### src/rtl/square_painter.sv
// -----------------------------------------------------------------------------
// square_painter
//
// Pixel rasteriser for the 160x120 VGA adapter. Accepts one square request at a
// time (top-left corner + 3-bit colour) over a valid/ready handshake and expands
// it into SIZE x SIZE single-pixel writes, one per clock, in row-major order.
// Pixels that land off-screen still take their cycle but are not plotted.
// Erasing is simply a request with colour 3'b000.
//
// Ports:
//   clk         system clock, all state on posedge
//   resetn      synchronous active-low reset
//   req_valid   request present
//   req_ready   block can accept a request this cycle (IDLE only)
//   req_x       square top-left x (8 bits)
//   req_y       square top-left y (7 bits)
//   req_colour  square colour (RGB, 3 bits)
//   vga_x       pixel x to adapter
//   vga_y       pixel y to adapter
//   vga_colour  pixel colour to adapter
//   vga_plot    adapter write enable
//   busy        high while a square is being drawn
//   done        one-cycle pulse after the last pixel of a square
//
// Timing (accept edge = E0): pixel (0,0) is presented in the cycle after E0,
// the last pixel SIZE*SIZE cycles after E0, done in cycle SIZE*SIZE+1 and
// req_ready is back in cycle SIZE*SIZE+2. All vga_* outputs are decoded from
// registers only, so there is no combinational req_* -> vga_* path.
// -----------------------------------------------------------------------------
module square_painter #(
  parameter int unsigned SIZE     = 4,   // legal range 1..8
  parameter int unsigned SCREEN_W = 160,
  parameter int unsigned SCREEN_H = 120
) (
  input  logic       clk,
  input  logic       resetn,
  input  logic       req_valid,
  output logic       req_ready,
  input  logic [7:0] req_x,
  input  logic [6:0] req_y,
  input  logic [2:0] req_colour,
  output logic [7:0] vga_x,
  output logic [6:0] vga_y,
  output logic [2:0] vga_colour,
  output logic       vga_plot,
  output logic       busy,
  output logic       done
);

  // Index of the last pixel in a row/column; dx/dy are 3-bit so SIZE=8 maps to 7.
  localparam logic [2:0] LastIdx = 3'(SIZE - 1);
  // Clip limits sized to match the widened coordinate sums below.
  localparam logic [8:0] XLimit  = 9'(SCREEN_W);
  localparam logic [7:0] YLimit  = 8'(SCREEN_H);

  typedef enum logic [1:0] {
    StIdle,
    StDraw,
    StDone
  } state_e;

  state_e     state_q, state_d;

  // Captured request and in-square offsets.
  logic [7:0] x_q,   x_d;
  logic [6:0] y_q,   y_d;
  logic [2:0] col_q, col_d;
  logic [2:0] dx_q,  dx_d;
  logic [2:0] dy_q,  dy_d;

  logic       accept;
  logic       last_pixel;
  logic [8:0] x_sum;
  logic [7:0] y_sum;
  logic       on_screen;

  // ---------------------------------------------------------------------------
  // Shared decode
  // ---------------------------------------------------------------------------
  assign accept     = (state_q == StIdle) && req_valid;
  assign last_pixel = (dx_q == LastIdx) && (dy_q == LastIdx);

  // Sums carry one extra bit so a square straddling the 8-bit/7-bit coordinate
  // range is clipped instead of wrapping back onto the screen.
  assign x_sum     = {1'b0, x_q} + {6'b000000, dx_q};
  assign y_sum     = {1'b0, y_q} + {5'b00000, dy_q};
  assign on_screen = (x_sum < XLimit) && (y_sum < YLimit);

  // ---------------------------------------------------------------------------
  // FSM: state register
  // ---------------------------------------------------------------------------
  always_ff @(posedge clk) begin
    if (!resetn) begin
      state_q <= StIdle;
    end else begin
      state_q <= state_d;
    end
  end

  // ---------------------------------------------------------------------------
  // FSM: next state
  // ---------------------------------------------------------------------------
  always_comb begin
    state_d = state_q;
    unique case (state_q)
      StIdle: begin
        if (accept) begin
          state_d = StDraw;
        end
      end
      StDraw: begin
        if (last_pixel) begin
          state_d = StDone;
        end
      end
      StDone: begin
        state_d = StIdle;
      end
      default: begin
        state_d = StIdle;
      end
    endcase
  end

  // ---------------------------------------------------------------------------
  // FSM: outputs
  // ---------------------------------------------------------------------------
  always_comb begin
    req_ready  = 1'b0;
    busy       = 1'b0;
    done       = 1'b0;
    vga_plot   = 1'b0;
    vga_x      = 8'd0;
    vga_y      = 7'd0;
    vga_colour = 3'd0;
    unique case (state_q)
      StIdle: begin
        req_ready = 1'b1;
      end
      StDraw: begin
        busy       = 1'b1;
        vga_x      = x_sum[7:0];
        vga_y      = y_sum[6:0];
        vga_colour = col_q;
        vga_plot   = on_screen;
      end
      StDone: begin
        done = 1'b1;
      end
      default: begin
        req_ready = 1'b0;
      end
    endcase
  end

  // ---------------------------------------------------------------------------
  // Datapath: request capture and raster counters
  // ---------------------------------------------------------------------------
  always_comb begin
    x_d   = x_q;
    y_d   = y_q;
    col_d = col_q;
    dx_d  = dx_q;
    dy_d  = dy_q;
    if (accept) begin
      // Request fields are only looked at here; later changes are ignored.
      x_d   = req_x;
      y_d   = req_y;
      col_d = req_colour;
      dx_d  = 3'd0;
      dy_d  = 3'd0;
    end else if (state_q == StDraw) begin
      if (dx_q == LastIdx) begin
        dx_d = 3'd0;
        dy_d = dy_q + 3'd1;
      end else begin
        dx_d = dx_q + 3'd1;
      end
    end
  end

  always_ff @(posedge clk) begin
    if (!resetn) begin
      x_q   <= 8'd0;
      y_q   <= 7'd0;
      col_q <= 3'd0;
      dx_q  <= 3'd0;
      dy_q  <= 3'd0;
    end else begin
      x_q   <= x_d;
      y_q   <= y_d;
      col_q <= col_d;
      dx_q  <= dx_d;
      dy_q  <= dy_d;
    end
  end

endmodule

### config.mk
export PLATFORM = sky130hd
export DESIGN_NAME = square_painter
export DESIGN_NICKNAME = d
export VERILOG_FILES = /design/src/rtl/square_painter.sv
export SDC_FILE = /design/constraint.sdc
export NUM_CORES = 1
export LEC_CHECK = 0
export CAP_MARGIN = 40
export CORE_UTILIZATION = 50
export DETAILED_ROUTE_END_ITERATION = 12
export DONT_BUFFER_PORTS = 1
export PLACE_DENSITY_LB_ADDON = 0.2
export SYNTH_ARGS = -nofsm -noshare
export SYNTH_HDL_FRONTEND = slang
export SYNTH_SLANG_ARGS = --single-unit
### constraint.sdc
create_clock -name clk -period 4.4 [get_ports clk]
set_clock_uncertainty 0.05 [all_clocks]
set_input_delay 0.22 -clock clk [delete_from_list [all_inputs] [get_ports clk]]
set_output_delay 0.22 -clock clk [all_outputs]
set_load 0.01 [all_outputs]
* Word level (Yosys, flattened, before mapping)
Cells that the tools add are included.
** Word-level totals
- Register bits after elaboration :: 26
- Input port bits :: 21
- Output and inout bits :: 22
- Logic and storage cells :: 37
** Cells by class
- $add $sub $neg :: 4
- Order comparisons :: 2
- Equality and inequality tests :: 6
- Muxes and demuxes :: 11
- Bitwise gates (word level) :: 1
- Reduce and logical (&&, ||, !) cells :: 7
** Operators by type and width (count)
- $add 8x3->9 :: 1
- $lt 9x8->1 const B :: 1
- $add 7x3->8 :: 1
- $lt 8x7->1 const B :: 1
- $mux 8 :: 1
- $mux 7 :: 1
- $add 3x1->3 const B :: 2
- $eq 3x2->1 const B :: 2
- $mux 3 :: 2
- $mux 1 :: 4
- $mux 2 :: 2
- $ne 2x2->1 const B :: 2
- $pmux 2 s2 :: 1
- $reduce_and 2->1 :: 2
- $logic_and 1x1->1 :: 3
- $eq 2x1->1 const B :: 1
- $eq 2x2->1 const B :: 1
- $logic_not 2->1 :: 1
- $reduce_or 2->1 :: 1
- $not 1->1 :: 1

* Logic depth before layout (Yosys ltp)
Gate-level depths: netlist of the first run.
- Depth after elaboration :: 4
- Gate-level depth with buffers :: 7
- Depth with buffers taken out :: 6

* Worst setup path before layout of the first run
OpenSTA, ideal clock, no wires.
- Path kind :: reg2out
- From :: register dy_q[0]
- To :: output vga_plot
- Arrival :: 1.727 ns
- Data required time :: 4.130 ns
- Slack :: 2.403 ns
- Stages on the path, launching flop included :: 7
- Path buffers :: 0
- Cells stage by stage :: dfxtp_1 > ha_1 > fa_1 > nand2_4 > o311a_1 > or3_1 > a211oi_2
** On the way
- Longest elaborated chain between the ends :: 4
** Ends and longest elaborated chain
- start, declared :: RTL line 69 : logic [2:0] dy_q, dy_d;
- start signal, assigned :: RTL line 194 : dy_q <= dy_d;
- $add 7x3->8 :: RTL line 86 : assign y_sum = {1'b0, y_q} + {5'b00000, dy_q};
- $lt 8x7->1 :: RTL line 87 : assign on_screen = (x_sum < XLimit) && (y_sum < YLimit);
- $logic_and 1x1->1 :: RTL line 87
- $mux 1 :: RTL line 136 : unique case (state_q)
- end, declared :: RTL line 45 : output logic vga_plot,
Every way passes these cells.

* Worst setup path after layout of the first run
Same ends and word-level chain as after synthesis.

==> results.py, run 1 <==
metrics = {
    "cells_and_area": {
        "area_growth_pct": 15.7,
        "diodes": 0,
        "final_layout_size_suffix_gt1_share_pct": 4.60,
        "final_nets": 207,
        "fill_cells": 251,
    },
    "global_routing": {
        "grt_max_degree": 20,
        "grt_pass1_vias": 1071,
        "antenna_found_initial": 0,
        "grt_pass1_wl_mm": 5.14,
        "grt_overflow": 0,
        "grt.total_usage_pct": 20.8,
    },
    "critical_path": {
        "arrival_ns": 2.26,
        "worstPathRequired_ns": 4.13,
        "crit_slowest_cell": "dfxtp_1",
        "reg2reg_slack_ns": 2.60,
        "cp-end-kind": "primary output",
        "crit_chain": "ha_1 > fa_1 > nand2_4 > o311a_1 > or3_1 > a211oi_2",
        "slowest_delay_ns": 0.40,
        "criticalPathCategory": "reg -> out",
        "cp_max_fo": 3,
        "start_kind": "flop",
        "cp_top_family": "compound AO/OA/AOI/OAI gates",
        "crit_buf_inv": 0,
    },
    "timing": {
        "tightest_slew_ns": 0.809,
        "fin_crit_sh_pct": 57.4,
        "fmax_ghz": 0.396,
        "period_needed_ns": 2.53,
        "final.setup.tns_ns": 0,
        "hold_violations": 0,
        "finalSetupViolCount": 0,
        "drv_slew": 0,
        "rsz0062_at_grt": "false",
        "finalHoldWorstSlack_ns": 0.0712,
        "fin_ws_ns": 1.87,
        "max_slew_margin_pct": 46.1,
    },
    "route": {
        "drc": 0,
        "avgViaCountPerCell": 5.91,
        "wirelength_mm": 3.16,
        "via_count": 1212,
        "postRouteAntennaNets": 0,
        "wl_per_cell_um": 15.4,
        "dr.pass1.iters": 4,
        "initialDrtViolationCount": 44,
    },
    "die": {
        "rows": 19,
        "die_area_um2": 3150,
        "die_w_um": 56.1,
        "ios": 43,
        "core-area_um2": 2760,
        "initial_utilization_pct": 53.0,
        "die_h_um": 56.1,
    },
    "run": {
        "drv_cap": 0,
    },
    "clock_tree": {
        "cts.clk_slew.worst_paths_ns": 0.15,
        "cts_tree": "yes",
        "cts.sinks": 26,
        "cts-root-buf": "clkbuf_4",
        "clock_path_buffers": 2,
        "cts_inserted_buffers": 3,
        "clkLatencyLatePin_ns": 0.33,
        "cts_max_level": 1,
        "postCtsSetupRepairBufs": 0,
    },
    "status": {
        "status": "finished clean",
    },
    "logic_synthesis": {
        "ys_warn_count": 0,
        "synth_nets": 195,
        "synth_area_per_cell_um2": 8.97,
        "synth.distinct_cells": 38,
        "synth-seq-cells": 26,
        "ys_seq_area_share_pct": 35.6,
        "syn_area_um2": 1460,
        "synthCells": 163,
    },
    "placed_design": {
        "dp_hpwl_mm": 2.14,
        "port-buffer-count": 0,
        "place_ws_ns": 2.24,
        "routabilityCongestion": 0.771,
    },
    "hold_path": {
        "hold_class": "in -> reg",
    },
    "pwr": {
        "power_density_nw_per_um2": 299,
        "p_leak_nw": 0.703,
        "p_total_mw": 0.506,
        "irDropWorstVdd_mv": 0.287,
    },
}
[state kept, by name (all words and copies together) (netlist names)]
name     count
x_q          8
y_q          7
col_q        3
dx_q         3
dy_q         3
state_q      2
[what timing repair did]
action,CTS,global route
endpoints found under the setup margin,0,0
hold buffers,19,0
gates resized for setup,0,0
hold endpoints to repair,20,0
[where the power goes]
part	leakage [nW]	switching [mW]	internal, mW
logic	0.462	0.0407	0.0339
clock network	0.0279	0.0733	0.0922
registers	0.213	0.0170	0.249
[cells in the mapped netlist]
cell / number / area share, %
ha_1: 9 / 7.7
inv_2: 1 / 0.26
o21ai_0: 2 / 0.68
nor4_1: 1 / 0.43
clkbuf_1: 6 / 1.5
nor2_1: 17 / 4.4
and2_1: 10 / 4.3
nand2b_1: 1 / 0.43
xor2_1: 5 / 3.0
o21ai_1: 1 / 0.34
and3_1: 3 / 1.3
nand2_4: 1 / 0.77
nand2_1: 8 / 2.1
o31a_1: 1 / 0.60
a21o_1: 4 / 2.1
o311a_1: 1 / 0.68
nor3_1: 2 / 0.68
nand3_1: 6 / 2.1
a211oi_2: 1 / 0.86
a31o_2: 1 / 0.60
a21oi_1: 8 / 2.7
inv_1: 1 / 0.26
nand4b_1: 2 / 1.2
xnor2_1: 5 / 3.0
a22o_1: 18 / 11
nand4_1: 2 / 0.86
o2111ai_1: 1 / 0.60
buf_2: 6 / 2.1
a211oi_1: 1 / 0.51
o21a_1: 1 / 0.51
a22oi_1: 1 / 0.51
fa_1: 2 / 2.7
mux2i_1: 1 / 0.68
or3_1: 2 / 0.86
nor2b_1: 2 / 0.86
dfxtp_1: 26 / 36
and4_1: 1 / 0.60
o211ai_1: 2 / 1.0
[placed cells by master (no fill, tap or decap), types with 2 or more instances in the layout]
cell and instances:
a21o_1 4, a21oi_1 8, a22o_1 18, and2_1 10, and3_1 3, clkbuf_4 3
dfxtp_1 26, dlygate4sd3_1 19, fa_1 2, ha_1 9, nand2_1 8, nand3_1 6
nand4_1 2, nand4b_1 2, nor2_1 17, nor2b_1 2, nor3_1 2, o211ai_1 2
o21ai_0 2, or3_1 2, xnor2_1 5, xor2_1 5
[logic make-up after synthesis]
| family | share of synthesized area (%) |
|---|---|
| xor gates and xnor gates | 5.99 |
| buffers and inverters | 4.11 |
| adders and majority gates | 10.4 |
| muxes | 0.684 |
| AOI/OAI and AO/OA | 22.5 |
| DFF | 35.6 |
| and+or+nand+nor | 20.7 |
[worst paths after layout]
| path | startpoint | end | cells after the start |
|---|---|---|---|
| worst max-delay path | dy_q[0] | vga_plot | 6 |
| worst min-delay path | resetn | dy_q[0] | 2 |
| worst max register to register | state_q[1] | dy_q[1] | 5 |
| worst min register to register | col_q[1] | col_q[1] | 1 |
[per-layer routing]
layer	up-vias	track usage, %	share of wire [%]
li1	608	-	-
met5	-	0	0
met1	560	29.2	50
met3	2	4.65	5.2
met2	42	33.5	45
met4	0	3.14	0.54
[per-stage QoR]
step / cells / area [µm²] / util [%]
6_report: 205 / 1690 / 61.3
5_1_grt: 205 / 1690 / 61.3
4_1_cts: 205 / 1690 / 61.3
3_5_place_dp: 182 / 1450 / 52.5
3_3_place_gp: 182 / 1450 / 52.5
2_1_floorplan: 163 / 1460 / -
[worst register-to-register path, stage by stage (launching register included)]
cell      delay (ns)
dfxtp_1         0.35
nand2b_1        0.43
inv_2           0.37
and2_1          0.27
mux2i_1         0.20
nor2_1          0.05
[area by class of cell]
class / count / area [µm²] / share of cell area (%)
Multi-Input combinational cell: 123 / 882 / 52.1
Timing Repair Buffer: 19 / 190 / 11.2
Tap cell: 31 / 38.8 / 2.29
Inverter: 2 / 7.51 / 0.444
Sequential cell: 26 / 520 / 30.8
Clock inverter: 1 / 30.0 / 1.78
Clock buffer: 3 / 22.5 / 1.33
Power figures use the tool's default switching activity.
==> run 2, diff against run 1 <==
==> constraint.sdc (replaced) <==
create_clock -name clk -period 2.1 [get_ports clk]
set_clock_uncertainty 0.05 [all_clocks]
set_input_delay 0.105 -clock clk [delete_from_list [all_inputs] [get_ports clk]]
set_output_delay 0.105 -clock clk [all_outputs]
set_load 0.01 [all_outputs]
==> run 2 against run 1 <==
- via count grew 5.4%
- wire length is 8.5% higher
- combinational power up 130%
- final cell count grew 4.9%
- non-clock buffer count is 10 higher
- utilization rose by 6.8 points
- clock power grew 110%
- final area grew 11%
- the flow now finishes with violations (negative setup slack)
- global-route usage grew 1.0 points
- first-iteration DRC count decreased by 41%
- setup slack worse by 2.0 ns
- largest power group unchanged
- highest routed layer unchanged
==> results.py, run 2 (synthesized netlist as in run 1, its figures left out) <==
metrics = {
    "cells_and_area": {
        "mostFrequentLayoutCells": "dlygate4sd3_1 (20), dfxtp_1 (19), a22o_1 (18)",
        "final_common_cell": "dlygate4sd3_1",
        "final_cell_area_um2": 1880,
        "largest_register_ffs": 8,
        "regMostFlops": "x_q",
        "top_regs": "x_q x8, y_q x7",
        "final_layout_size_suffix_gt1_share_pct": 20.7,
        "diodes": 0,
        "final_nets": 217,
        "area_growth_pct": 28.5,
        "finish.utilization_pct": 68.1,
    },
    "timing": {
        "fmax_ghz": 0.447,
        "tightest_slew_ns": 0.728,
        "max_slew_margin_pct": 51.5,
        "drv_slew": 0,
        "finalSetupViolCount": 3,
        "final.setup.tns_ns": -0.229,
        "fin_crit_sh_pct": 106,
        "period_needed_ns": 2.24,
        "hold_violations": 0,
        "fin_ws_ns": -0.136,
        "rsz0062_at_grt": "true",
    },
    "die": {
        "initial_utilization_pct": 53.0,
        "core-area_um2": 2760,
        "ios": 43,
        "rows": 19,
        "die_area_um2": 3150,
        "die_h_um": 56.1,
        "die_w_um": 56.1,
    },
    "global_routing": {
        "grt_pass1_vias": 1147,
        "grt_max_degree": 20,
        "grt.total_usage_pct": 21.8,
        "antenna_found_initial": 0,
        "grt_overflow": 0,
        "grt_pass1_wl_mm": 5.34,
    },
    "critical_path": {
        "crit_slowest_cell": "dfxtp_2",
        "slowest_delay_ns": 0.36,
        "worstPathRequired_ns": 1.95,
        "crit_buf_inv": 0,
        "cp-end-kind": "primary output",
        "criticalPathCategory": "reg -> out",
        "crit_chain": "ha_4 > a21o_1 > o311a_1 > or3_1 > a211oi_2",
        "cp_top_family": "compound AO/OA/AOI/OAI gates",
        "cp_max_fo": 2,
        "start_kind": "flop",
        "arrival_ns": 2.08,
    },
    "clock_tree": {
        "clkLatencyLatePin_ns": 0.33,
        "clock_path_buffers": 2,
        "cts-root-buf": "clkbuf_4",
        "cts.clk_slew.worst_paths_ns": 0.14,
        "cts_tree": "yes",
        "cts_inserted_buffers": 3,
        "cts.sinks": 26,
        "cts_max_level": 1,
    },
    "status": {
        "violations": "negative setup slack",
        "status": "complete, but fails checks",
    },
    "placed_design": {
        "port-buffer-count": 0,
        "place_area_um2": 1470,
        "dp_hpwl_mm": 2.22,
        "place_ws_ns": 0.0737,
        "routabilityCongestion": 0.787,
    },
    "route": {
        "initialDrtViolationCount": 26,
        "top_layer_used": "met4",
        "wl_met3_um": 162,
        "avgViaCountPerCell": 5.94,
        "wirelength_mm": 3.43,
        "dr.pass1.iters": 4,
        "wl_met2_mm": 1.63,
        "wl_per_cell_um": 16.0,
        "via_count": 1277,
        "drc": 0,
        "met1_length_mm": 1.61,
        "postRouteAntennaNets": 0,
    },
    "run": {
        "drv_cap": 0,
    },
    "pwr": {
        "p_leak_nw": 0.744,
        "irDropWorstVdd_mv": 0.645,
        "p_total_mw": 1.09,
        "power_density_nw_per_um2": 579,
    },
    "hold_path": {
        "hold_class": "in -> reg",
    },
}
run 2: layout make-up:
cell class                      instances  area (µm²)
Sequential cell                        26         529
Multi-Input combinational cell        123         983
Clock buffer                            3        22.5
Clock inverter                          1        30.0
Fill cell                             218         878
Tap cell                               31        38.8
Inverter                                2        7.51
Timing Repair Buffer                   29         268
run 2: where the power goes:
part / internal (mW) / switching (mW)
clock: 0.193 / 0.156
sequential: 0.524 / 0.0412
combinational: 0.0846 / 0.0898
total: 0.802 / 0.287
run 2: final timing paths:
path / from / end / slack (ns) / cells past startpoint
setup / recovery: y_q[1] / vga_plot / -0.14 / 5
hold / removal: req_valid / state_q[0] / 0.18 / 3
setup reg to reg: state_q[0] / y_q[4] / 0.48 / 4
hold reg to reg: col_q[2] / col_q[2] / 0.45 / 1
run 2: routing by layer:
layer  vias to the layer above  track usage (%)
met5                         -                0
met4                         0             5.23
met3                         4             6.05
met2                        38             35.0
met1                       605             29.2
li1                        630                -
run 2: metrics by stage:
step	hold slack (ns)	std cells
after global routing	0.191	215
after floorplan	0.174	163
final	0.176	215
after CTS	0.162	214
after global placement	0.177	185
after detailed placement	0.182	185
run 2: worst min-delay path, cell delays in order:
cell and delay, ns:
and3_1 0.15, buf_4 0.17, a31o_2 0.11
run 2: repair_timing:
| item | 4_1_cts | 5_1_grt |
|---|---|---|
| endpoints found under the hold margin | 25 | 0 |
| resized for setup | 18 | 9 |
| buffers inserted | 5 | 1 |
| hold buffers | 20 | 0 |
| pin swaps | 9 | 6 |
| setup endpoints to repair | 6 | 6 |
==> run 3, diff against run 2 <==
==> constraint.sdc (replaced) <==
create_clock -name clk -period 2.6 [get_ports clk]
set_clock_uncertainty 0.05 [all_clocks]
set_input_delay 0.13 -clock clk [delete_from_list [all_inputs] [get_ports clk]]
set_output_delay 0.13 -clock clk [all_outputs]
set_load 0.01 [all_outputs]
==> run 3 against run 2 <==
- the flow now finishes without violations
- power decreased by 21%
- sequential power decreased by 20%
- final cell count decreased by 4.2%
- global-route usage decreased by 0.89 points
- sequential share of layout area increased by 2.5 points
- non-clock buffer count decreased by 9
- critical path depth increased by 1
- final area decreased by 9.6%
==> results.py, run 3 (synthesized netlist as in run 1, its figures left out) <==
metrics = {
    "pwr": {
        "irDropWorstVdd_mv": 0.622,
        "power_density_nw_per_um2": 503,
        "p_leak_nw": 0.707,
    },
    "die": {
        "ios": 43,
        "rows": 19,
        "core-area_um2": 2760,
        "initial_utilization_pct": 53.0,
        "die_area_um2": 3150,
        "die_w_um": 56.1,
        "die_h_um": 56.1,
    },
    "timing": {
        "finalSetupViolCount": 0,
        "max_slew_margin_pct": 49.0,
        "drv_slew": 0,
        "final.setup.tns_ns": 0,
        "fin_crit_sh_pct": 93.8,
        "hold_violations": 0,
        "fin_ws_ns": 0.161,
        "rsz0062_at_grt": "false",
        "fmax_ghz": 0.410,
        "period_needed_ns": 2.44,
        "tightest_slew_ns": 0.765,
    },
    "route": {
        "postRouteAntennaNets": 0,
        "via_count": 1236,
        "dr.pass1.iters": 4,
        "initialDrtViolationCount": 65,
        "drc": 0,
        "avgViaCountPerCell": 6.00,
        "wl_per_cell_um": 15.0,
        "wirelength_mm": 3.10,
    },
    "status": {
        "status": "finished clean",
    },
    "clock_tree": {
        "postCtsSetupRepairBufs": 0,
        "clock_path_buffers": 2,
        "cts.clk_slew.worst_paths_ns": 0.15,
        "cts-root-buf": "clkbuf_4",
        "clkLatencyLatePin_ns": 0.33,
        "hold_buffers": 19,
        "cts.sinks": 26,
        "cts_tree": "yes",
        "cts_inserted_buffers": 3,
        "cts_resized": 0,
        "cts_max_level": 1,
    },
    "global_routing": {
        "grt_pass1_wl_mm": 5.19,
        "antenna_found_initial": 0,
        "grt_pass1_vias": 1120,
        "grt_overflow": 0,
        "grt_max_degree": 20,
        "grt.total_usage_pct": 20.9,
    },
    "placed_design": {
        "routabilityCongestion": 0.769,
        "port-buffer-count": 0,
        "dp_hpwl_mm": 2.12,
        "place_ws_ns": 0.526,
    },
    "critical_path": {
        "slowest_delay_ns": 0.40,
        "arrival_ns": 2.26,
        "cp_top_family": "compound AO/OA/AOI/OAI gates",
        "crit_slowest_cell": "dfxtp_1",
        "crit_chain": "ha_1 > fa_1 > nand2_4 > o311a_1 > or3_1 > a211oi_2",
        "cp_max_fo": 3,
        "start_kind": "flop",
        "cp-end-kind": "primary output",
        "criticalPathCategory": "reg -> out",
        "crit_buf_inv": 0,
        "worstPathRequired_ns": 2.42,
    },
    "cells_and_area": {
        "area_growth_pct": 16.2,
        "final_layout_size_suffix_gt1_share_pct": 5.14,
        "top_regs": "x_q x8, y_q x7",
        "final_common_cell": "dfxtp_1",
        "diodes": 0,
        "regMostFlops": "x_q",
        "final_nets": 208,
        "largest_register_ffs": 8,
        "mostFrequentLayoutCells": "dfxtp_1 (26), dlygate4sd3_1 (19), a22o_1 (18)",
    },
    "run": {
        "drv_cap": 0,
    },
    "hold_path": {
        "hold_class": "in -> reg",
    },
}
run 3: cell count changes in the layout (fill, tap and decap cells not counted), sizes merged:
| cell | change |
|---|---|
| dlygate4sd3 | -1 |
| buf | -8 |
run 3: layout make-up:
| cell class | count | area, µm² |
|---|---|---|
| Tap cell | 31 | 38.8 |
| Timing Repair Buffer | 20 | 198 |
| Inverter | 2 | 7.51 |
| Fill cell | 261 | 1060 |
| Multi-Input combinational cell | 123 | 882 |
| Sequential cell | 26 | 520 |
| Clock buffer | 3 | 22.5 |
| Clock inverter | 1 | 30.0 |
run 3: report_power, final:
part | internal [mW] | switching [mW] | total [mW]
logic | 0.0595 | 0.0683 | 0.128
registers | 0.422 | 0.0287 | 0.451
clock network | 0.156 | 0.120 | 0.276
run 3: routing by layer:
layer	wire (µm)	up-vias	global-route usage (%)
met1	1440	579	27.9
li1	-	611	-
met5	0	-	0
met4	17	0	4.18
met3	194	2	5.35
met2	1440	44	34.4
run 3: worst min-delay path: stages:
cell and delay, ns:
nand2_1 0.04, nand2_1 0.15, nor2_1 0.06
run 3: worst paths after layout:
path,from,endpoint,slack (ns),depth (start not counted)
worst max-delay path,dy_q[0],vga_plot,0.16,6
worst max register to register,state_q[0],x_q[6],0.91,3
worst min-delay path,req_valid,dy_q[0],0.03,3
worst min register to register,col_q[2],col_q[2],0.45,1
run 3: through the flow:
| stage | hold slack (ns) | total power, mW | cell area, µm² | cells | util (%) |
|---|---|---|---|---|---|
| 2_1_floorplan | 0.199 | 0.543 | 1460 | 163 | - |
| 3_3_place_gp | 0.202 | 0.559 | 1460 | 183 | 52.8 |
| 3_5_place_dp | 0.207 | 0.563 | 1460 | 183 | 52.8 |
| 4_1_cts | 0.0207 | 0.863 | 1700 | 206 | 61.6 |
| 5_1_grt | 0.0436 | 0.896 | 1700 | 206 | 61.6 |
| 6_report | 0.0331 | 0.855 | 1700 | 206 | 61.6 |
